--- config.mk ---
export PLATFORM = sky130hd
export DESIGN_NAME = sipo_deserializer_flat
export DESIGN_NICKNAME = d
export VERILOG_FILES = /design/src/rtl/sipo_deserializer_if.sv /design/src/rtl/sipo_deserializer.sv /design/src/flat_wrapper.sv
export SDC_FILE = /design/constraint.sdc
export NUM_CORES = 1
export LEC_CHECK = 0
export ABC_CLOCK_PERIOD_IN_PS = 1700
export CAP_MARGIN = 30
export CORE_AREA = 2 2 39 41
export DETAILED_ROUTE_END_ITERATION = 8
export DIE_AREA = 0 0 41 43
export MAX_ROUTING_LAYER = met4
export PLACE_DENSITY = 0.63
export SLEW_MARGIN = 20
export SYNTH_ARGS = -nofsm -noshare
export SYNTH_HDL_FRONTEND = slang
export SYNTH_SLANG_ARGS = --single-unit
--- constraint.sdc ---
create_clock -name clk -period 1.7 [get_ports clk]
set_input_delay 0.17 -clock clk [delete_from_list [all_inputs] [get_ports clk]]
set_output_delay 0.17 -clock clk [all_outputs]
set_load 0.01 [all_outputs]
--- src/rtl/sipo_deserializer_if.sv ---
// Bus between a serial producer / parallel consumer and the SIPO deserializer.
// The master drives serial data and the consumer handshake; the slave returns the word and status.
interface sipo_deserializer_if #(
  parameter int WIDTH = 4
);
  logic             d;
  logic             s_en;
  logic             clr;
  logic             q_ready;
  logic [WIDTH-1:0] q;
  logic             q_valid;
  logic             busy;
  logic             overrun;

  modport master (
    output d,
    output s_en,
    output clr,
    output q_ready,
    input  q,
    input  q_valid,
    input  busy,
    input  overrun
  );

  modport slave (
    input  d,
    input  s_en,
    input  clr,
    input  q_ready,
    output q,
    output q_valid,
    output busy,
    output overrun
  );
endinterface

--- src/rtl/sipo_deserializer.sv ---
// Serial-in parallel-out deserializer: assembles WIDTH-bit words from enabled serial bits
// and holds each finished word behind a valid/ready handshake, flagging dropped words.
module sipo_deserializer #(
  parameter int WIDTH     = 4,
  parameter bit MSB_FIRST = 1'b1
) (
  input  logic                 clk,
  input  logic                 rst,
  sipo_deserializer_if.slave   bus
);

  localparam int              CNT_W    = (WIDTH > 2) ? $clog2(WIDTH) : 1;
  localparam logic [CNT_W-1:0] CNT_LAST = CNT_W'(WIDTH - 1);

  logic [WIDTH-1:0] r_sh;
  logic [CNT_W-1:0] r_cnt;
  logic [WIDTH-1:0] r_q;
  logic             r_q_valid;
  logic             r_overrun;

  logic [WIDTH-1:0] w_sh_shifted;
  logic [WIDTH-1:0] w_sh_next;
  logic [CNT_W-1:0] w_cnt_next;
  logic [WIDTH-1:0] w_q_next;
  logic             w_q_valid_next;
  logic             w_overrun_next;
  logic             w_shift;
  logic             w_complete;
  logic             w_drain;
  logic             w_load;
  logic             w_drop;

  // The shifted value already contains the bit sampled on this edge, so it is the completed word.
  generate
    if (MSB_FIRST) begin : g_msb_first
      assign w_sh_shifted = {r_sh[WIDTH-2:0], bus.d};
    end else begin : g_lsb_first
      assign w_sh_shifted = {bus.d, r_sh[WIDTH-1:1]};
    end
  endgenerate

  // Event decode: shifting, word completion, consumer drain, and load-versus-drop decision.
  always_comb begin
    w_shift    = bus.s_en & ~bus.clr;
    w_complete = w_shift & (r_cnt == CNT_LAST);
    w_drain    = r_q_valid & bus.q_ready;
    w_load     = w_complete & (~r_q_valid | bus.q_ready);
    w_drop     = w_complete & r_q_valid & ~bus.q_ready;
  end

  // Shift register and bit counter next state; clr wins over s_en and discards that bit.
  always_comb begin
    w_sh_next  = r_sh;
    w_cnt_next = r_cnt;
    if (bus.clr) begin
      w_sh_next  = '0;
      w_cnt_next = '0;
    end else if (bus.s_en) begin
      w_sh_next = w_sh_shifted;
      if (r_cnt == CNT_LAST) begin
        w_cnt_next = '0;
      end else begin
        w_cnt_next = r_cnt + CNT_W'(1);
      end
    end else begin
      w_sh_next  = r_sh;
      w_cnt_next = r_cnt;
    end
  end

  // Output slot next state; a load on a draining edge keeps q_valid high with no bubble.
  always_comb begin
    w_q_next       = r_q;
    w_q_valid_next = r_q_valid;
    if (w_load) begin
      w_q_next       = w_sh_shifted;
      w_q_valid_next = 1'b1;
    end else if (w_drain) begin
      w_q_valid_next = 1'b0;
    end else begin
      w_q_next       = r_q;
      w_q_valid_next = r_q_valid;
    end
  end

  // Sticky overrun: set by a dropped word, cleared only by clr or reset.
  always_comb begin
    w_overrun_next = r_overrun;
    if (bus.clr) begin
      w_overrun_next = 1'b0;
    end else if (w_drop) begin
      w_overrun_next = 1'b1;
    end else begin
      w_overrun_next = r_overrun;
    end
  end

  // State registers with asynchronous active-low reset.
  always_ff @(posedge clk or negedge rst) begin
    if (!rst) begin
      r_sh      <= '0;
      r_cnt     <= '0;
      r_q       <= '0;
      r_q_valid <= 1'b0;
      r_overrun <= 1'b0;
    end else begin
      r_sh      <= w_sh_next;
      r_cnt     <= w_cnt_next;
      r_q       <= w_q_next;
      r_q_valid <= w_q_valid_next;
      r_overrun <= w_overrun_next;
    end
  end

  assign bus.q       = r_q;
  assign bus.q_valid = r_q_valid;
  assign bus.overrun = r_overrun;
  assign bus.busy    = (r_cnt != '0);

endmodule

--- src/flat_wrapper.sv ---
// flat-port wrapper written by rule: the top's interface ports become plain ports
module sipo_deserializer_flat 
#(
  parameter int WIDTH     = 4,
  parameter bit MSB_FIRST = 1'b1
)
  (clk, rst, bus_d, bus_s_en, bus_clr, bus_q_ready, bus_q, bus_q_valid, bus_busy, bus_overrun);
  sipo_deserializer_if #(.WIDTH(WIDTH)) bus_i ();
  input  logic clk;
  input  logic rst;
  input wire logic [$bits(bus_i.d)-1:0] bus_d;
  input wire logic [$bits(bus_i.s_en)-1:0] bus_s_en;
  input wire logic [$bits(bus_i.clr)-1:0] bus_clr;
  input wire logic [$bits(bus_i.q_ready)-1:0] bus_q_ready;
  output wire logic [$bits(bus_i.q)-1:0] bus_q;
  output wire logic [$bits(bus_i.q_valid)-1:0] bus_q_valid;
  output wire logic [$bits(bus_i.busy)-1:0] bus_busy;
  output wire logic [$bits(bus_i.overrun)-1:0] bus_overrun;
  assign bus_i.d = bus_d;
  assign bus_i.s_en = bus_s_en;
  assign bus_i.clr = bus_clr;
  assign bus_i.q_ready = bus_q_ready;
  assign bus_q = bus_i.q;
  assign bus_q_valid = bus_i.q_valid;
  assign bus_busy = bus_i.busy;
  assign bus_overrun = bus_i.overrun;
  sipo_deserializer #(.WIDTH(WIDTH), .MSB_FIRST(MSB_FIRST)) u_core (.clk(clk), .rst(rst), .bus(bus_i));
endmodule
==> impl_metrics.tcl, run 1 <==
set metrics [dict create \
    status "completed" \
    p_per_area_mw_per_mm2 812 \
    fp.dieW_um 41 \
    gp_congestion 0.769 \
    synth_cell_type_count 13 \
    fin_hold_ws_ns 0.246 \
    max_slew.worst_pin.slew_ns 0.506 \
    antenna_left 0 \
    path_max_fanout 3 \
    cts_hold_buf 0 \
    htree_levels 1 \
    area_growth_pct 32.0 \
    avgRoutedWirePerCell_um 12.4 \
    leakage_nw 0.328 \
    p_comb_share_pct 17.4 \
    crit_required_ns 1.53 \
    pre_cts_ws_ns 0.190 \
    grt.overflow.total 0 \
    antenna_found_initial 0 \
    fin_crit_ns 1.61 \
    numCtsBuffers 3 \
    switching_power_mw 0.132 \
    synth-seq-cells 11 \
    drv_cap 0 \
    drc 0 \
    die_area_mm2 0.00176 \
    grt_max_degree 12 \
    io_buffers 12 \
    seq_area_frac_synth_pct 52.9 \
    fmax_mhz 621 \
    core.rowCount 14 \
    core-area_mm2 0.00138 \
    fin_ws_ns 0.0900 \
    end_kind "output port" \
    synth.avg_cell_area_um2 13.7 \
    startpoint_type "flip-flop" \
    drtPass1Iterations 1 \
    max_slew_margin_pct 66.1 \
    internal-power_mw 0.426 \
    finalSetupViolCount 0 \
    tritoncts "yes" \
    grt_pass1_vias 322 \
    viasPerCell 4.46 \
    synthesis.area_um2 520 \
    syn_inst 38 \
    fin_nets 64 \
    final.period_utilization_pct 94.7 \
    pwr-share-seq_pct 51.8 \
    grt_pass1_wl_um 1370 \
    ys_warn_count 0 \
    drtIter0Drc 0 \
    skew_ns 0.00275 \
    min_path_type "in2async" \
    die_h_um 43 \
    drive_above_1_share_pct 23.6 \
    cts_root_buf "clkbuf_4" \
    cts_sinks 11 \
    max-vdd-ir-drop_mv 0.403 \
    ios 13 \
    worstSetupPathType "reg2out" \
    crit_arrival_ns 1.44 \
    cts_buffer_depth 2 \
    grt_usage_pct 12.9 \
    drv_slew 0 \
    start_util_pct 37.6 \
    num_vias 317 \
    total_power_mw 0.557 \
    finalSetupTns_ns 0 \
    wl_um 878 \
    switching_share_pct 23.6 \
    num_antenna_cells 0 \
    nFillCells 126 \
    clk_pin_slew_ns 0.07 \
    clkPwrFrac_pct 30.9 \
    finalHoldViolCount 0 \
    dp_hpwl_um 657 \
    synth_nets 46 \
    clkLatencyLatePin_ns 0.26 \
]
layout make-up:
type                            count  area (um^2)  area share (%)
Sequential cell                    11          275            40.1
Multi-Input combinational cell     22          211            30.8
Clock buffer                        4         26.3            3.83
Tap cell                           16         20.0            2.91
Inverter                            3         11.3            1.64
Timing Repair Buffer               15          143            20.8
state kept, by name, summed over array words and instances (netlist names):
name / flops
u_core.bus.overrun: 1
u_core.bus.q: 4
u_core.bus.q_valid: 1
u_core.r_cnt: 2
u_core.r_sh: 3
synth_stat cells:
cell,instances,area [um^2]
mux2_4,4,60.1
nand2_4,1,11.3
inv_1,3,11.3
dfrtp_1,11,275
xnor2_1,1,8.76
a31oi_1,1,6.26
nor2_1,6,22.5
ha_1,2,25.0
buf_6,2,22.5
nor2b_4,1,13.8
o21bai_1,1,7.51
mux2i_1,4,40.0
nor3_4,1,16.3
metal layers:
metal  vias up  track usage [%]  wire (um)
met5         -                -          0
met4         0             8.00         10
met3         2             4.71         54
met2        11             15.3        379
met1       147             17.9        433
li1        157                -          -
stage by stage:
stage               instance area (um^2)  utilization [%]  std cells
floorplan                            520                -         38
global placement                     653             47.2         66
detailed placement                   653             47.2         66
CTS                                  679             49.1         70
global route                         687             49.6         71
finish                               687             49.6         71
timing repair:
item	in CTS	in global routing
gates resized for setup	0	0
setup buffers	0	1
hold endpoints to repair	0	0
endpoints found under the setup margin	0	1
cell usage in the layout, fill, tap and decap left out:
master           count
dfrtp_1             11
clkbuf_1             1
nor3_4               1
clkdlybuf4s50_1     12
nand2_4              1
buf_4                3
inv_1                3
clkbuf_4             3
mux2i_1              4
mux2_4               4
nor2_1               6
ha_1                 2
o21bai_1             1
nor2b_4              1
a31oi_1              1
xnor2_1              1
final timing paths:
path | start | end | cells after the start | slack [ns]
worst max-delay path | u_core.r_cnt[1] | bus_busy | 4 | 0.09
worst min-delay path | rst | u_core.r_sh[1] | 1 | 0.25
worst max register to register | u_core.r_cnt[1] | u_core.bus.q[2] | 4 | 0.32
worst min register to register | u_core.bus.q[3] | u_core.bus.q[3] | 1 | 0.51
max in group asynchronous | rst | u_core.r_sh[0] | 1 | 1.12
min in group clk | u_core.bus.q[3] | u_core.bus.q[3] | 1 | 0.51
worst max-delay path, stage by stage (launching register included):
cell and delay [ns]:
dfrtp_1 0.39, inv_1 0.06, ha_1 0.17, inv_1 0.05, clkdlybuf4s50_1 0.52
power by group through the flow:
| stage | clock network, mW | logic [mW] | registers [mW] |
|---|---|---|---|
| 5_1_grt | 0.200 | 0.106 | 0.290 |
| 3_5_place_dp | 0 | 0.0946 | 0.293 |
| 3_3_place_gp | 0 | 0.0931 | 0.294 |
| 6_report | 0.172 | 0.0969 | 0.289 |
| 4_1_cts | 0.185 | 0.0949 | 0.288 |
| 2_1_floorplan | 0 | 0.0450 | 0.294 |
cell families (layout without fill, tap and decap cells):
family / after synthesis / count (layout) / synth area share (%)
AND/OR/NAND/NOR: 9 / 9 / 12.3
adder cells (fa/ha/maj): 2 / 2 / 4.81
AO/OA/AOI/OAI: 2 / 2 / 2.65
flip-flops: 11 / 11 / 52.9
multiplexers: 8 / 8 / 19.2
XOR/XNOR: 1 / 1 / 1.68
buffers and inverters: 5 / 22 / 6.49
No activity file was read; power rests on OpenSTA's default activity.
==> run 2: changes to the inputs <==
--- a/config.mk
+++ b/config.mk
@@ -5,11 +5,12 @@
 export SDC_FILE = /design/constraint.sdc
 export NUM_CORES = 1
 export LEC_CHECK = 0
-export ABC_CLOCK_PERIOD_IN_PS = 1700
+export ABC_CLOCK_PERIOD_IN_PS = 1900
 export CAP_MARGIN = 30
 export CORE_AREA = 2 2 39 41
 export DETAILED_ROUTE_END_ITERATION = 8
 export DIE_AREA = 0 0 41 43
+export GPL_TIMING_DRIVEN = 0
 export MAX_ROUTING_LAYER = met4
 export PLACE_DENSITY = 0.63
 export SLEW_MARGIN = 20
==> constraint.sdc (replaced) <==
create_clock -name clk -period 1.9 [get_ports clk]
set_input_delay 0.19 -clock clk [delete_from_list [all_inputs] [get_ports clk]]
set_output_delay 0.19 -clock clk [all_outputs]
set_load 0.01 [all_outputs]
==> run 2 against run 1 <==
Against the previous run: global-route usage shrank 0.42 points; register-to-register slack gained 0.15 ns; sequential share of layout area grew 1.2 points; cell count shrank 4.2%; core utilization shrank 1.4 points; critical path depth is the same; hold slack lost 0.13 ns; non-clock buffer count shrank 3; clock skew is essentially flat; sequential power shrank 11%; design area shrank 2.9%; critical path type unchanged; critical endpoint unchanged.
==> impl_metrics.tcl, run 2 (synthesized netlist as in run 1, its figures left out) <==
set metrics [dict create \
    grt_max_degree 12 \
    cts_sinks 11 \
    numCtsBuffers 3 \
    final_cell_mix "dfrtp_1 (11), clkdlybuf4s50_1 (10), nor2_1 (6)" \
    start_util_pct 37.6 \
    viasPerCell 4.59 \
    io_buffers 10 \
    hold_start "bus_clr" \
    max-vdd-ir-drop_mv 0.344 \
    drtIter0Drc 0 \
    tritoncts "yes" \
    status "completed" \
    num_antenna_cells 0 \
    end_kind "output port" \
    num_vias 312 \
    core-area_mm2 0.00138 \
    clkLatencyLatePin_ns 0.26 \
    die_area_mm2 0.00176 \
    drive_above_1_share_pct 23.1 \
    crit_required_ns 1.71 \
    skew_ns 0.00318 \
    drc 0 \
    grt_pass1_wl_um 1360 \
    gp_congestion 0.643 \
    design_area_um2 667 \
    clk_pin_slew_ns 0.07 \
    antenna_found_initial 0 \
    final_common_cell "dfrtp_1" \
    instances_no_fill 68 \
    grt_usage_pct 12.4 \
    fin_nets 61 \
    drv_slew 0 \
    total_power_mw 0.495 \
    drtPass1Iterations 1 \
    grt_pass1_vias 297 \
    min_path_type "in2reg" \
    core.rowCount 14 \
    crit_arrival_ns 1.47 \
    r2r_start "u_core.r_cnt[0]" \
    grt_setup_unrepaired "false" \
    post_cts_buffers 0 \
    p_per_area_mw_per_mm2 742 \
    die_h_um 43 \
    wl_um 843 \
    drv_cap 0 \
    ctsResizeCount 0 \
    finalSetupViolCount 0 \
    antenna_left 0 \
    nFillCells 141 \
    dp_hpwl_um 597 \
    final.period_utilization_pct 87.3 \
    path_max_fanout 3 \
    placed_area_um2 641 \
    area_growth_pct 28.1 \
    cts_buffer_depth 2 \
    place_inst 64 \
    leakage_nw 0.318 \
    fp.dieW_um 41 \
    fmax_mhz 603 \
    avgRoutedWirePerCell_um 12.4 \
    largest_register_ffs 4 \
    worstSetupPathType "reg2out" \
    critPathLaunch "u_core.r_cnt[0]" \
    ios 13 \
    startpoint_type "flip-flop" \
    finalHoldViolCount 0 \
    htree_levels 1 \
    finalSetupTns_ns 0 \
    fin_hold_ws_ns 0.121 \
    cts_root_buf "clkbuf_4" \
    cts_hold_buf 0 \
    fin_crit_ns 1.66 \
    max_slew.worst_pin.slew_ns 0.499 \
    grt.overflow.total 0 \
    max_slew_margin_pct 66.6 \
]
run 2: worst max-delay path, stage by stage, from the launching register on:
cell and delay (ns):
dfrtp_1 0.39, inv_1 0.06, ha_1 0.19, inv_1 0.05, clkdlybuf4s50_1 0.52
run 2: path summary, 6_finish.rpt:
path / endpoint / slack [ns] / cells after the start
max: bus_busy / 0.24 / 4
min: u_core.r_cnt[1] / 0.12 / 2
max reg2reg: u_core.bus.q[1] / 0.47 / 4
min reg2reg: u_core.bus.overrun / 0.52 / 2
max in group asynchronous: u_core.r_sh[1] / 1.31 / 1
min in group asynchronous: u_core.bus.q[0] / 0.26 / 1
run 2: routing by layer:
metal  GRT usage [%]  wire length, um  share of wire [%]  up-vias
met1            17.6              418                 50      147
li1                -                -                  -      152
met2            14.1              341                 40       11
met4            10.0               10                1.2        0
met5               -                0                  0        -
met3            3.66               73                8.7        2
run 2: final cells by class:
cell class,count,area [um^2],area share [%]
flip-flops and latches,11,275,41.3
multi-input cells,22,211,31.7
clock buffers,4,26.3,3.94
well taps,16,20.0,3.00
inverters,3,11.3,1.69
plain buffers,2,22.5,3.38
repair buffers,10,100,15.0
run 2: power by group:
group	internal, mW	switching, mW
logic	0.0480	0.0323
clock network	0.0811	0.0764
registers	0.248	0.00951
run 2: through the flow:
stage,worst slack (ns),util [%]
detailed placement,0.359,46.3
finish,0.240,48.2
floorplan,0.599,-
global route,0.175,48.2
CTS,0.226,48.2
global placement,0.355,46.3
==> run 3: changes to the inputs <==
--- a/config.mk
+++ b/config.mk
@@ -10,8 +10,8 @@
 export CORE_AREA = 2 2 39 41
 export DETAILED_ROUTE_END_ITERATION = 8
 export DIE_AREA = 0 0 41 43
+export GPL_ROUTABILITY_DRIVEN = 0
 export GPL_TIMING_DRIVEN = 0
-export MAX_ROUTING_LAYER = met4
 export PLACE_DENSITY = 0.63
 export SLEW_MARGIN = 20
 export SYNTH_ARGS = -nofsm -noshare
==> run 3 against run 2 <==
Against the previous run: total power decreased by 0.23%; first-iteration DRC count is the same; combinational power hardly changed; clock power hardly changed; global-route usage is 0.30 points lower; wire length shrank 0.59%; via count rose by 0.32%; cell count unchanged; sequential power about the same; largest power group unchanged.
==> impl_metrics.tcl, run 3 (synthesized netlist as in run 1, its figures left out) <==
set metrics [dict create \
    status "completed" \
    cts_root_buf "clkbuf_4" \
    numCtsBuffers 3 \
    die_area_mm2 0.00176 \
    num_antenna_cells 0 \
    core.rowCount 14 \
    final_common_cell "dfrtp_1" \
    max_slew_margin_pct 66.6 \
    critPathLaunch "u_core.r_cnt[0]" \
    drtPass1Iterations 1 \
    io_buffers 10 \
    cts_buffer_depth 2 \
    drc 0 \
    grt.overflow.total 0 \
    p_per_area_mw_per_mm2 740 \
    tritoncts "yes" \
    fin_crit_ns 1.66 \
    cp.depth 4 \
    fmax_mhz 603 \
    path_max_fanout 3 \
    drv_slew 0 \
    fp.dieW_um 41 \
    drtIter0Drc 0 \
    min_path_type "in2reg" \
    worstSetupPathType "reg2out" \
    skew_ns 0.00181 \
    largest_register_ffs 4 \
    ctsResizeCount 0 \
    grt_max_degree 12 \
    crit_required_ns 1.71 \
    r2r_start "u_core.r_cnt[0]" \
    ios 13 \
    viasPerCell 4.60 \
    clk_pin_slew_ns 0.07 \
    end_kind "output port" \
    antenna_found_initial 0 \
    startpoint_type "flip-flop" \
    dp_hpwl_um 597 \
    crit_arrival_ns 1.47 \
    grt_usage_pct 12.1 \
    max-vdd-ir-drop_mv 0.344 \
    grt_pass1_wl_um 1350 \
    start_util_pct 37.6 \
    post_cts_buffers 0 \
    finalSetupTns_ns 0 \
    fin_nets 61 \
    crit_family "buffers and inverters" \
    core-area_mm2 0.00138 \
    grt_pass1_vias 299 \
    cts_sinks 11 \
    instances_no_fill 68 \
    path_cells "inv_1, ha_1, inv_1, clkdlybuf4s50_1" \
    clkLatencyLatePin_ns 0.26 \
    wl_um 838 \
    leakage_nw 0.318 \
    holdPathStages 2 \
    max_slew.worst_pin.slew_ns 0.499 \
    final_cell_mix "dfrtp_1 (11), clkdlybuf4s50_1 (10), nor2_1 (6)" \
    r2r_cells 4 \
    cp_common_cell "inv_1" \
    hold_start "bus_clr" \
    avgRoutedWirePerCell_um 12.3 \
    die_h_um 43 \
    place_inst 64 \
    drive_above_1_share_pct 23.1 \
    finalSetupViolCount 0 \
    antenna_left 0 \
    htree_levels 1 \
    cpPeakStageDelay_ns 0.52 \
    drv_cap 0 \
    slowest_stage "clkdlybuf4s50_1" \
    cts_hold_buf 0 \
    area_growth_pct 28.1 \
    grt_setup_unrepaired "false" \
    final.period_utilization_pct 87.2 \
    cp_num_buf_inv 3 \
    finalHoldViolCount 0 \
    num_vias 313 \
]
==> run 3: cell counts in the layout (fill, tap and decap cells not counted) <==
Identical to the previous run, type by type.
==> run 3: final cells by class <==
cell class / instances / area, um^2
tap: 16 / 20.0
inverter: 3 / 11.3
timing repair buffer: 10 / 100
multi-input combinational: 22 / 211
clock buffer: 4 / 26.3
sequential: 11 / 275
buffer: 2 / 22.5
fill: 141 / 717
==> run 3: per-layer routing <==
layer  up-vias  share of wire (%)  global-route usage (%)  wire [um]
li1        152                  -                       -          -
met1       148                 49                    17.6        409
met2        11                 41                    14.1        344
met3         2                8.7                    3.66         73
met4         0                1.2                    10.0         10
met5         -                  0                       0          0
==> run 3: worst paths after layout <==
check,end,slack (ns)
worst max-delay path,bus_busy,0.24
worst min register to register,u_core.bus.overrun,0.51
worst min-delay path,u_core.r_cnt[1],0.12
worst max register to register,u_core.bus.q[1],0.47
max in group asynchronous,u_core.r_sh[1],1.31
min in group asynchronous,u_core.bus.q[0],0.26
==> run 3: where the power goes <==
part           switching, mW  leakage, nW  internal, mW
Clock                 0.0753       0.0150        0.0811
Combinational         0.0322        0.153        0.0480
Sequential           0.00949        0.150         0.248
==> run 3: through the flow <==
step           area, um^2  hold WS (ns)  worst slack, ns  utilization, %  power [mW]
6_report              667         0.122            0.242            48.2       0.494
4_1_cts               667         0.114            0.226            48.2       0.504
3_5_place_dp          641         0.402            0.359            46.3       0.343
3_3_place_gp          641         0.400            0.355            46.3       0.342
5_1_grt               667         0.111            0.175            48.2       0.529
2_1_floorplan         520        -0.106            0.599               -       0.304
